`config.mk`:
```
export PLATFORM = sky130hd
export DESIGN_NAME = lane_tick_scheduler_flat
export DESIGN_NICKNAME = d
export VERILOG_FILES = /design/src/rtl/lane_tick_scheduler_pkg.sv /design/src/rtl/lane_tick_scheduler_if.sv /design/src/rtl/lane_tick_scheduler_tick_prescaler.sv /design/src/rtl/lane_tick_scheduler.sv /design/src/flat_wrapper.sv
export SDC_FILE = /design/constraint.sdc
export NUM_CORES = 1
export LEC_CHECK = 0
export ABC_AREA = 1
export ABC_CLOCK_PERIOD_IN_PS = 2800
export CORE_UTILIZATION = 60
export DETAILED_ROUTE_END_ITERATION = 8
export PLACE_DENSITY = 0.79
export REMOVE_ABC_BUFFERS = 1
export SLEW_MARGIN = 5
export SYNTH_ARGS = -nofsm -noshare
export SYNTH_HDL_FRONTEND = slang
export SYNTH_HIERARCHICAL = 1
export SYNTH_SLANG_ARGS = --single-unit
```
`constraint.sdc`:
```
create_clock -name i_Clk -period 2.8 [get_ports i_Clk]
set_clock_uncertainty 0.1 [all_clocks]
set_input_delay 0.28 -clock i_Clk [delete_from_list [all_inputs] [get_ports i_Clk]]
set_output_delay 0.28 -clock i_Clk [all_outputs]
set_load 0.01 [all_outputs]
```
`src/rtl/lane_tick_scheduler_pkg.sv`:
```
// Shared timing definitions for the scheduler and the lane movers.
package game_timing_pkg;

  localparam int unsigned NUM_LANES_DEFAULT = 4;
  localparam int unsigned LEVEL_W           = 2;
  localparam int unsigned LANE_TABLE_LEN    = 4;

  // Lane periods in base ticks at level 0; higher levels shift these right.
  localparam int unsigned LANE_BASE_PERIOD [LANE_TABLE_LEN] = '{32, 24, 16, 8};

  typedef enum logic [1:0] {
    ST_RUN    = 2'd0,
    ST_PAUSED = 2'd1,
    ST_RELOAD = 2'd2
  } sched_state_t;

  // Period of a lane at a given level, never below one base tick.
  // Lanes beyond the table reuse the last entry.
  function automatic int unsigned lane_period(input int unsigned lane,
                                              input logic [LEVEL_W-1:0] level);
    logic [1:0]  idx;
    int unsigned p;
    idx = (lane < LANE_TABLE_LEN) ? lane[1:0] : 2'(LANE_TABLE_LEN - 1);
    p   = LANE_BASE_PERIOD[idx] >> level;
    return (p == 32'd0) ? 32'd1 : p;
  endfunction

endpackage

```
`src/rtl/lane_tick_scheduler_if.sv`:
```
// Control and tick bundle between the top level and the tick scheduler.
interface lane_tick_scheduler_if
  import game_timing_pkg::*;
#(
  parameter int unsigned NUM_LANES = NUM_LANES_DEFAULT
) ();

  logic                 i_Pause;
  logic [LEVEL_W-1:0]   i_Level;
  logic                 i_Level_Load;
  logic                 o_Base_Tick;
  logic [NUM_LANES-1:0] o_Lane_Tick;
  logic                 o_Level_Ack;
  logic [LEVEL_W-1:0]   o_Active_Level;

  modport master (
    output i_Pause, i_Level, i_Level_Load,
    input  o_Base_Tick, o_Lane_Tick, o_Level_Ack, o_Active_Level
  );

  modport slave (
    input  i_Pause, i_Level, i_Level_Load,
    output o_Base_Tick, o_Lane_Tick, o_Level_Ack, o_Active_Level
  );

endinterface

```
`src/rtl/lane_tick_scheduler_tick_prescaler.sv`:
```
// Base-tick prescaler: counts enabled cycles and flags the wrap cycle.
// o_Tick is the wrap decision; the caller registers it.
module tick_prescaler #(
  parameter int unsigned BASE_DIV = 250000
) (
  input  logic i_Clk,
  input  logic i_Reset,
  input  logic i_Enable,
  input  logic i_Clear,
  output logic o_Tick
);

  localparam int unsigned     W    = (BASE_DIV > 1) ? $clog2(BASE_DIV) : 1;
  localparam logic [W-1:0]    LAST = W'(BASE_DIV - 1);

  logic [W-1:0] cnt;

  // Count 0..BASE_DIV-1 while enabled; hold otherwise; clear wins.
  always_ff @(posedge i_Clk) begin
    if (i_Reset || i_Clear) begin
      cnt <= '0;
    end else if (i_Enable) begin
      cnt <= (cnt == LAST) ? '0 : cnt + 1'b1;
    end
  end

  // Wrap happens on an enabled edge with the counter at its last value.
  always_comb begin
    o_Tick = i_Enable && (cnt == LAST);
  end

endmodule

```
`src/rtl/lane_tick_scheduler.sv`:
```
// Game-speed timing enables: base tick plus one periodic tick per lane,
// with pause and a level-load handshake.
module lane_tick_scheduler
  import game_timing_pkg::*;
#(
  parameter int unsigned BASE_DIV  = 250000,
  parameter int unsigned NUM_LANES = NUM_LANES_DEFAULT,
  parameter int unsigned CNT_W     = 8
) (
  input  logic                 i_Clk,
  input  logic                 i_Reset,
  lane_tick_scheduler_if.slave sched
);

  sched_state_t         state;
  logic [LEVEL_W-1:0]   level_req;
  logic [LEVEL_W-1:0]   active_level;
  logic                 level_ack;
  logic                 run_en;
  logic                 reload_clr;
  logic                 base_hit;
  logic                 base_tick_q;
  logic [NUM_LANES-1:0] lane_hit;
  logic [NUM_LANES-1:0] lane_tick_q;

  // Timing advances on every edge whose next state is RUN, so a pause seen on
  // the wrap edge holds the prescaler at its last value and the held tick is
  // taken on the first edge that samples the pause released.
  always_comb begin
    reload_clr = (state == ST_RELOAD);
    run_en     = !reload_clr && !sched.i_Pause && !sched.i_Level_Load;
  end

  // Mode control: level load beats pause; RELOAD is a single cycle that
  // commits the requested level and raises the ack.
  always_ff @(posedge i_Clk) begin
    if (i_Reset) begin
      state        <= ST_RUN;
      level_req    <= '0;
      active_level <= '0;
      level_ack    <= 1'b0;
    end else begin
      level_ack <= 1'b0;
      unique case (state)
        ST_RUN, ST_PAUSED: begin
          if (sched.i_Level_Load) begin
            state     <= ST_RELOAD;
            level_req <= sched.i_Level;
          end else if (sched.i_Pause) begin
            state <= ST_PAUSED;
          end else begin
            state <= ST_RUN;
          end
        end
        ST_RELOAD: begin
          active_level <= level_req;
          level_ack    <= 1'b1;
          state        <= sched.i_Pause ? ST_PAUSED : ST_RUN;
        end
        default: state <= ST_RUN;
      endcase
    end
  end

  tick_prescaler #(
    .BASE_DIV (BASE_DIV)
  ) u_prescaler (
    .i_Clk    (i_Clk),
    .i_Reset  (i_Reset),
    .i_Enable (run_en),
    .i_Clear  (reload_clr),
    .o_Tick   (base_hit)
  );

  for (genvar k = 0; k < NUM_LANES; k++) begin : g_lane
    logic [CNT_W-1:0] cnt;
    logic [CNT_W-1:0] period;

    always_comb begin
      period = CNT_W'(lane_period(k, active_level));
    end

    assign lane_hit[k] = base_hit && (cnt == period - 1'b1);

    // Lane counter steps once per base-tick decision and wraps at its period.
    always_ff @(posedge i_Clk) begin
      if (i_Reset || reload_clr) begin
        cnt <= '0;
      end else if (base_hit) begin
        cnt <= (cnt == period - 1'b1) ? '0 : cnt + 1'b1;
      end
    end
  end

  // Register all tick decisions so every enable is a clean one-cycle pulse.
  always_ff @(posedge i_Clk) begin
    if (i_Reset) begin
      base_tick_q <= 1'b0;
      lane_tick_q <= '0;
    end else begin
      base_tick_q <= base_hit;
      lane_tick_q <= lane_hit;
    end
  end

  assign sched.o_Base_Tick    = base_tick_q;
  assign sched.o_Lane_Tick    = lane_tick_q;
  assign sched.o_Level_Ack    = level_ack;
  assign sched.o_Active_Level = active_level;

endmodule

```
`src/flat_wrapper.sv`:
```
// flat-port wrapper written by rule: the top's interface ports become plain ports
module lane_tick_scheduler_flat import game_timing_pkg::*;
#(
  parameter int unsigned BASE_DIV  = 250000,
  parameter int unsigned NUM_LANES = NUM_LANES_DEFAULT,
  parameter int unsigned CNT_W     = 8
)
  (i_Clk, i_Reset, sched_i_Pause, sched_i_Level, sched_i_Level_Load, sched_o_Base_Tick, sched_o_Lane_Tick, sched_o_Level_Ack, sched_o_Active_Level);
  lane_tick_scheduler_if #(.NUM_LANES(NUM_LANES)) sched_i ();
  input  logic i_Clk;
  input  logic i_Reset;
  input wire logic [$bits(sched_i.i_Pause)-1:0] sched_i_Pause;
  input wire logic [$bits(sched_i.i_Level)-1:0] sched_i_Level;
  input wire logic [$bits(sched_i.i_Level_Load)-1:0] sched_i_Level_Load;
  output wire logic [$bits(sched_i.o_Base_Tick)-1:0] sched_o_Base_Tick;
  output wire logic [$bits(sched_i.o_Lane_Tick)-1:0] sched_o_Lane_Tick;
  output wire logic [$bits(sched_i.o_Level_Ack)-1:0] sched_o_Level_Ack;
  output wire logic [$bits(sched_i.o_Active_Level)-1:0] sched_o_Active_Level;
  assign sched_i.i_Pause = sched_i_Pause;
  assign sched_i.i_Level = sched_i_Level;
  assign sched_i.i_Level_Load = sched_i_Level_Load;
  assign sched_o_Base_Tick = sched_i.o_Base_Tick;
  assign sched_o_Lane_Tick = sched_i.o_Lane_Tick;
  assign sched_o_Level_Ack = sched_i.o_Level_Ack;
  assign sched_o_Active_Level = sched_i.o_Active_Level;
  lane_tick_scheduler #(.BASE_DIV(BASE_DIV), .NUM_LANES(NUM_LANES), .CNT_W(CNT_W)) u_core (.i_Clk(i_Clk), .i_Reset(i_Reset), .sched(sched_i));
endmodule
```
==> reports/results.md <==
Status
* finished, final reports clean — run status

Worst hold path
* u_core/level_req[0] — origin of the worst min-delay path
* flop to flop — path category of the worst min-delay check
* u_core/level_req[0] — end point of the worst hold path
* 2 — hold-critical path depth

Floorplan
* 63.2% — initial cell density of the core
* 0.00561 mm2 — Floorplan Core Area
* 0.00622 mm2 — floorplan die area
* 78.9 um — DIE WIDTH
* 78.9 um — floorplan die height
* 14 — I/O pin total
* 27 — number of placement rows

Synth
* 0 — number of synthesized flops with an enable pin
* 6 — YS warnings
* 509 — post-synthesis cell count
* 35.0% — share of synthesized area occupied by flip-flops and latches
* 0.00354 mm2 — cell area after synthesis
* 0% — Async SR Flop Fraction
* dfxtp_1 — commonest register cell after synthesis
* dfxtp_1 (35%), nand2_1 (14%), nor2_1 (8.1%) — biggest area contributors in the synthesized netlist
* nand2_1 (133), nor2_1 (76), dfxtp_1 (62) — top post-synthesis cells by count
* dfxtp_1 — top cell type by total area after synthesis
* 6.96 um2 — average instance area after synthesis
* 33 — number of different library cells in the post-synthesis netlist
* 62 — count of state elements after synthesis
* nand2_1 — dominant cell by count in the synthesized netlist
* 35.0% — Yosys top cell area share

Timing
* no — unrepaired setup endpoints after global routing
* 64.1% — worst slew margin relative to its limit
* 426 MHz — Fmax achieved
* 83.7% — Tcrit/Tclk final
* 0.536 ns — worst slew pin tran
* 0.455 ns — final setup slack of the worst path
* 2.34 ns — min Tclk post-route
* 0.384 ns — worst slack on hold paths
* 0 — count of final max-slew check failures
* 0 — final count of negative-setup-slack endpoints
* 0 — hold violation count in the final report

CTS
* clkbuf_8 — clock tree root buffer cell
* 9 — number of buffers created by CTS
* 0 — total of hold buffers inserted after clock tree synthesis
* 0.07 ns — Reg clk slew, reported paths
* yes — CTS tree
* 62 — total clock sinks
* 0.34 ns — worst skew pair latency
* 0 — Setup Buffers After CTS
* 2 — Longest Clk Path Bufs
* 3 — H-tree depth
* 0 — number of gates given a new drive strength after cts

Power and ir drop
* 1.60 nW — Pleak
* 1.76 mW — Final Total Pwr
* 449 mW/mm2 — power per cell area
* 288 uV — Peak VDD IR

Layout
* 14.2% — layout cells sized above 1
* 10.8% — area growth from synthesis to layout
* 543 — nets
* 0 — antenna fix cells
* 472 — number of filler cells placed in the layout
* 606 — final cell count without fillers

Setup path
* 13 — largest fanout on the critical path
* 13 — Worst Reg2Reg Path Length in Cells
* flop — endpoint class of the critical path
* u_core/state[0] — Reg-to-Reg Start
* 0.37 ns — max incr delay on CP
* 2.92 ns — critical path required time
* u_core/g_lane[1].cnt[2] — terminus of the critical flop-to-flop path
* dfxtp_1 — slowest library cell on the worst path
* flop to flop — kind of critical path
* flop — critical path startpoint category
* nor2_4, nor3_1, nand4_1, nor2_1, nand3_1, inv_1, inv_2, nor2_1, nand2_1, nor2_4, nand2_4, nor2_8, nor3_2 — crit path cell chain
* 0.46 ns — worst setup slack for register-to-register paths
* 2.47 ns — crit path DAT

GRT
* 25.5% — Global Route Usage Sum
* 0 — number of antenna violations at the first check in global routing
* 2,811 — via count of the first global-routing pass
* 22 — pin count of the biggest net entering global routing
* 12.3 mm — first-pass GRT wire length
* 0 — total congestion overflow

Routing
* 12.0 um — drt wl/cell
* 3,104 — via count
* 7.30 mm — final wirelength
* 160 — Iter 0 DRT Violations
* 0 — DRC
* 0 — ANT nets after route
* 5.12 — via count normalized by instance count
* 5 — iteration count of the initial detailed-routing pass

Placement
* 590 — post-placement cell count
* 5.35 mm — HPWL after DPL
* 0.151 ns — worst slack at placement
* 13 — buffers added on ports
* 0.900 — placer congestion estimate

Flow run
* 0 — number of maximum-capacitance constraint violations

==> final cells by class <==
| cell class | count | area, um2 | area share [%] |
|---|---|---|---|
| clock buffer | 12 | 155 | 3.95 |
| clock inverter | 4 | 45.0 | 1.15 |
| inverter | 69 | 262 | 6.66 |
| multi-input combinational | 369 | 1950 | 49.7 |
| sequential | 62 | 1240 | 31.6 |
| tap | 72 | 90.1 | 2.29 |
| timing repair buffer | 18 | 180 | 4.59 |
==> worst max-delay path: cells and delay by family (launching register included) <==
family / cells / cell delay, ns
and+or+nand+nor: 11 / 1.33
buffers and inverters: 2 / 0.41
DFF: 1 / 0.37
==> placed cells by master (no fill, tap or decap), drive strengths merged <==
| master | n |
|---|---|
| nand2 | 145 |
| nor2 | 96 |
| inv | 68 |
| dfxtp | 62 |
| nand3 | 40 |
| a21oi | 16 |
| nor3 | 14 |
| clkdlybuf4s50 | 13 |
| o21ai | 13 |
| clkbuf | 12 |
| xor2 | 11 |
| nand4 | 10 |
| ha | 8 |
| xnor2 | 5 |
| buf | 5 |
| clkinv | 4 |
| nor3b | 3 |
| mux2i | 3 |
| o22ai | 2 |
| or2 | 2 |
| bufinv | 1 |
| and3 | 1 |
==> power by group <==
group          internal (mW)  total [mW]  leakage, nW  switching [mW]
registers              0.887       0.892        0.500         0.00461
logic                 0.0230      0.0731        0.995          0.0502
clock network          0.455       0.797        0.106           0.342
total                   1.37        1.76         1.60           0.397
==> cell families (layout without fill, tap and decap cells) <==
family	after synthesis	after routing	synth area share [%]
and+or+nand+nor	311	311	42.7
buffers and inverters	78	103	9.85
DFF	62	62	35.0
AOI/OAI and AO/OA	31	31	4.77
xor gates and xnor gates	16	16	3.95
adders and majority gates	8	8	2.82
muxes	3	3	0.847
==> per-stage QoR <==
stage | util (%) | setup TNS [ns] | instance area [um2]
5_1_grt | 70.0 | 0 | 3930
2_1_floorplan | - | -2.89 | 3460
4_1_cts | 70.0 | 0 | 3930
3_5_place_dp | 66.4 | 0 | 3730
3_3_place_gp | 66.4 | 0 | 3730
6_report | 70.0 | 0 | 3930
==> flip-flops by register name, indices dropped and copies added (netlist names) <==
signal                       count
u_core/sched.o_Base_Tick         1
u_core/sched.o_Lane_Tick         4
u_core/state                     2
u_core/u_prescaler/cnt          18
u_core/sched.o_Active_Level      2
u_core/level_req                 2
u_core/g_lane.cnt               32
u_core/sched.o_Level_Ack         1
==> how the worst max path moves through the flow <==
stage | start | to | slack (ns) | cells past startpoint
after floorplan | u_core/state[0] | u_core/g_lane[1].cnt[3] | -0.26 | 13
after CTS | u_core/u_prescaler/cnt[0] | u_core/g_lane[1].cnt[2] | 0.44 | 12
after detailed placement | sched_i_Level_Load | u_core/g_lane[1].cnt[2] | 0.15 | 13
after global placement | sched_i_Pause | u_core/g_lane[1].cnt[3] | 0.25 | 13
final | u_core/state[0] | u_core/g_lane[1].cnt[2] | 0.46 | 13
after global routing | u_core/u_prescaler/cnt[0] | u_core/g_lane[1].cnt[3] | 0.21 | 12
==> routing by layer <==
| layer | vias to the layer above | GRT usage [%] | wire (um) |
|---|---|---|---|
| li1 | 1628 | - | - |
| met3 | 12 | 4.83 | 390 |
| met1 | 1400 | 32.7 | 3430 |
| met2 | 64 | 41.2 | 3370 |
| met4 | 0 | 12.2 | 108 |
| met5 | - | 0 | 0 |
No activity file was read; power rests on OpenSTA's default activity.
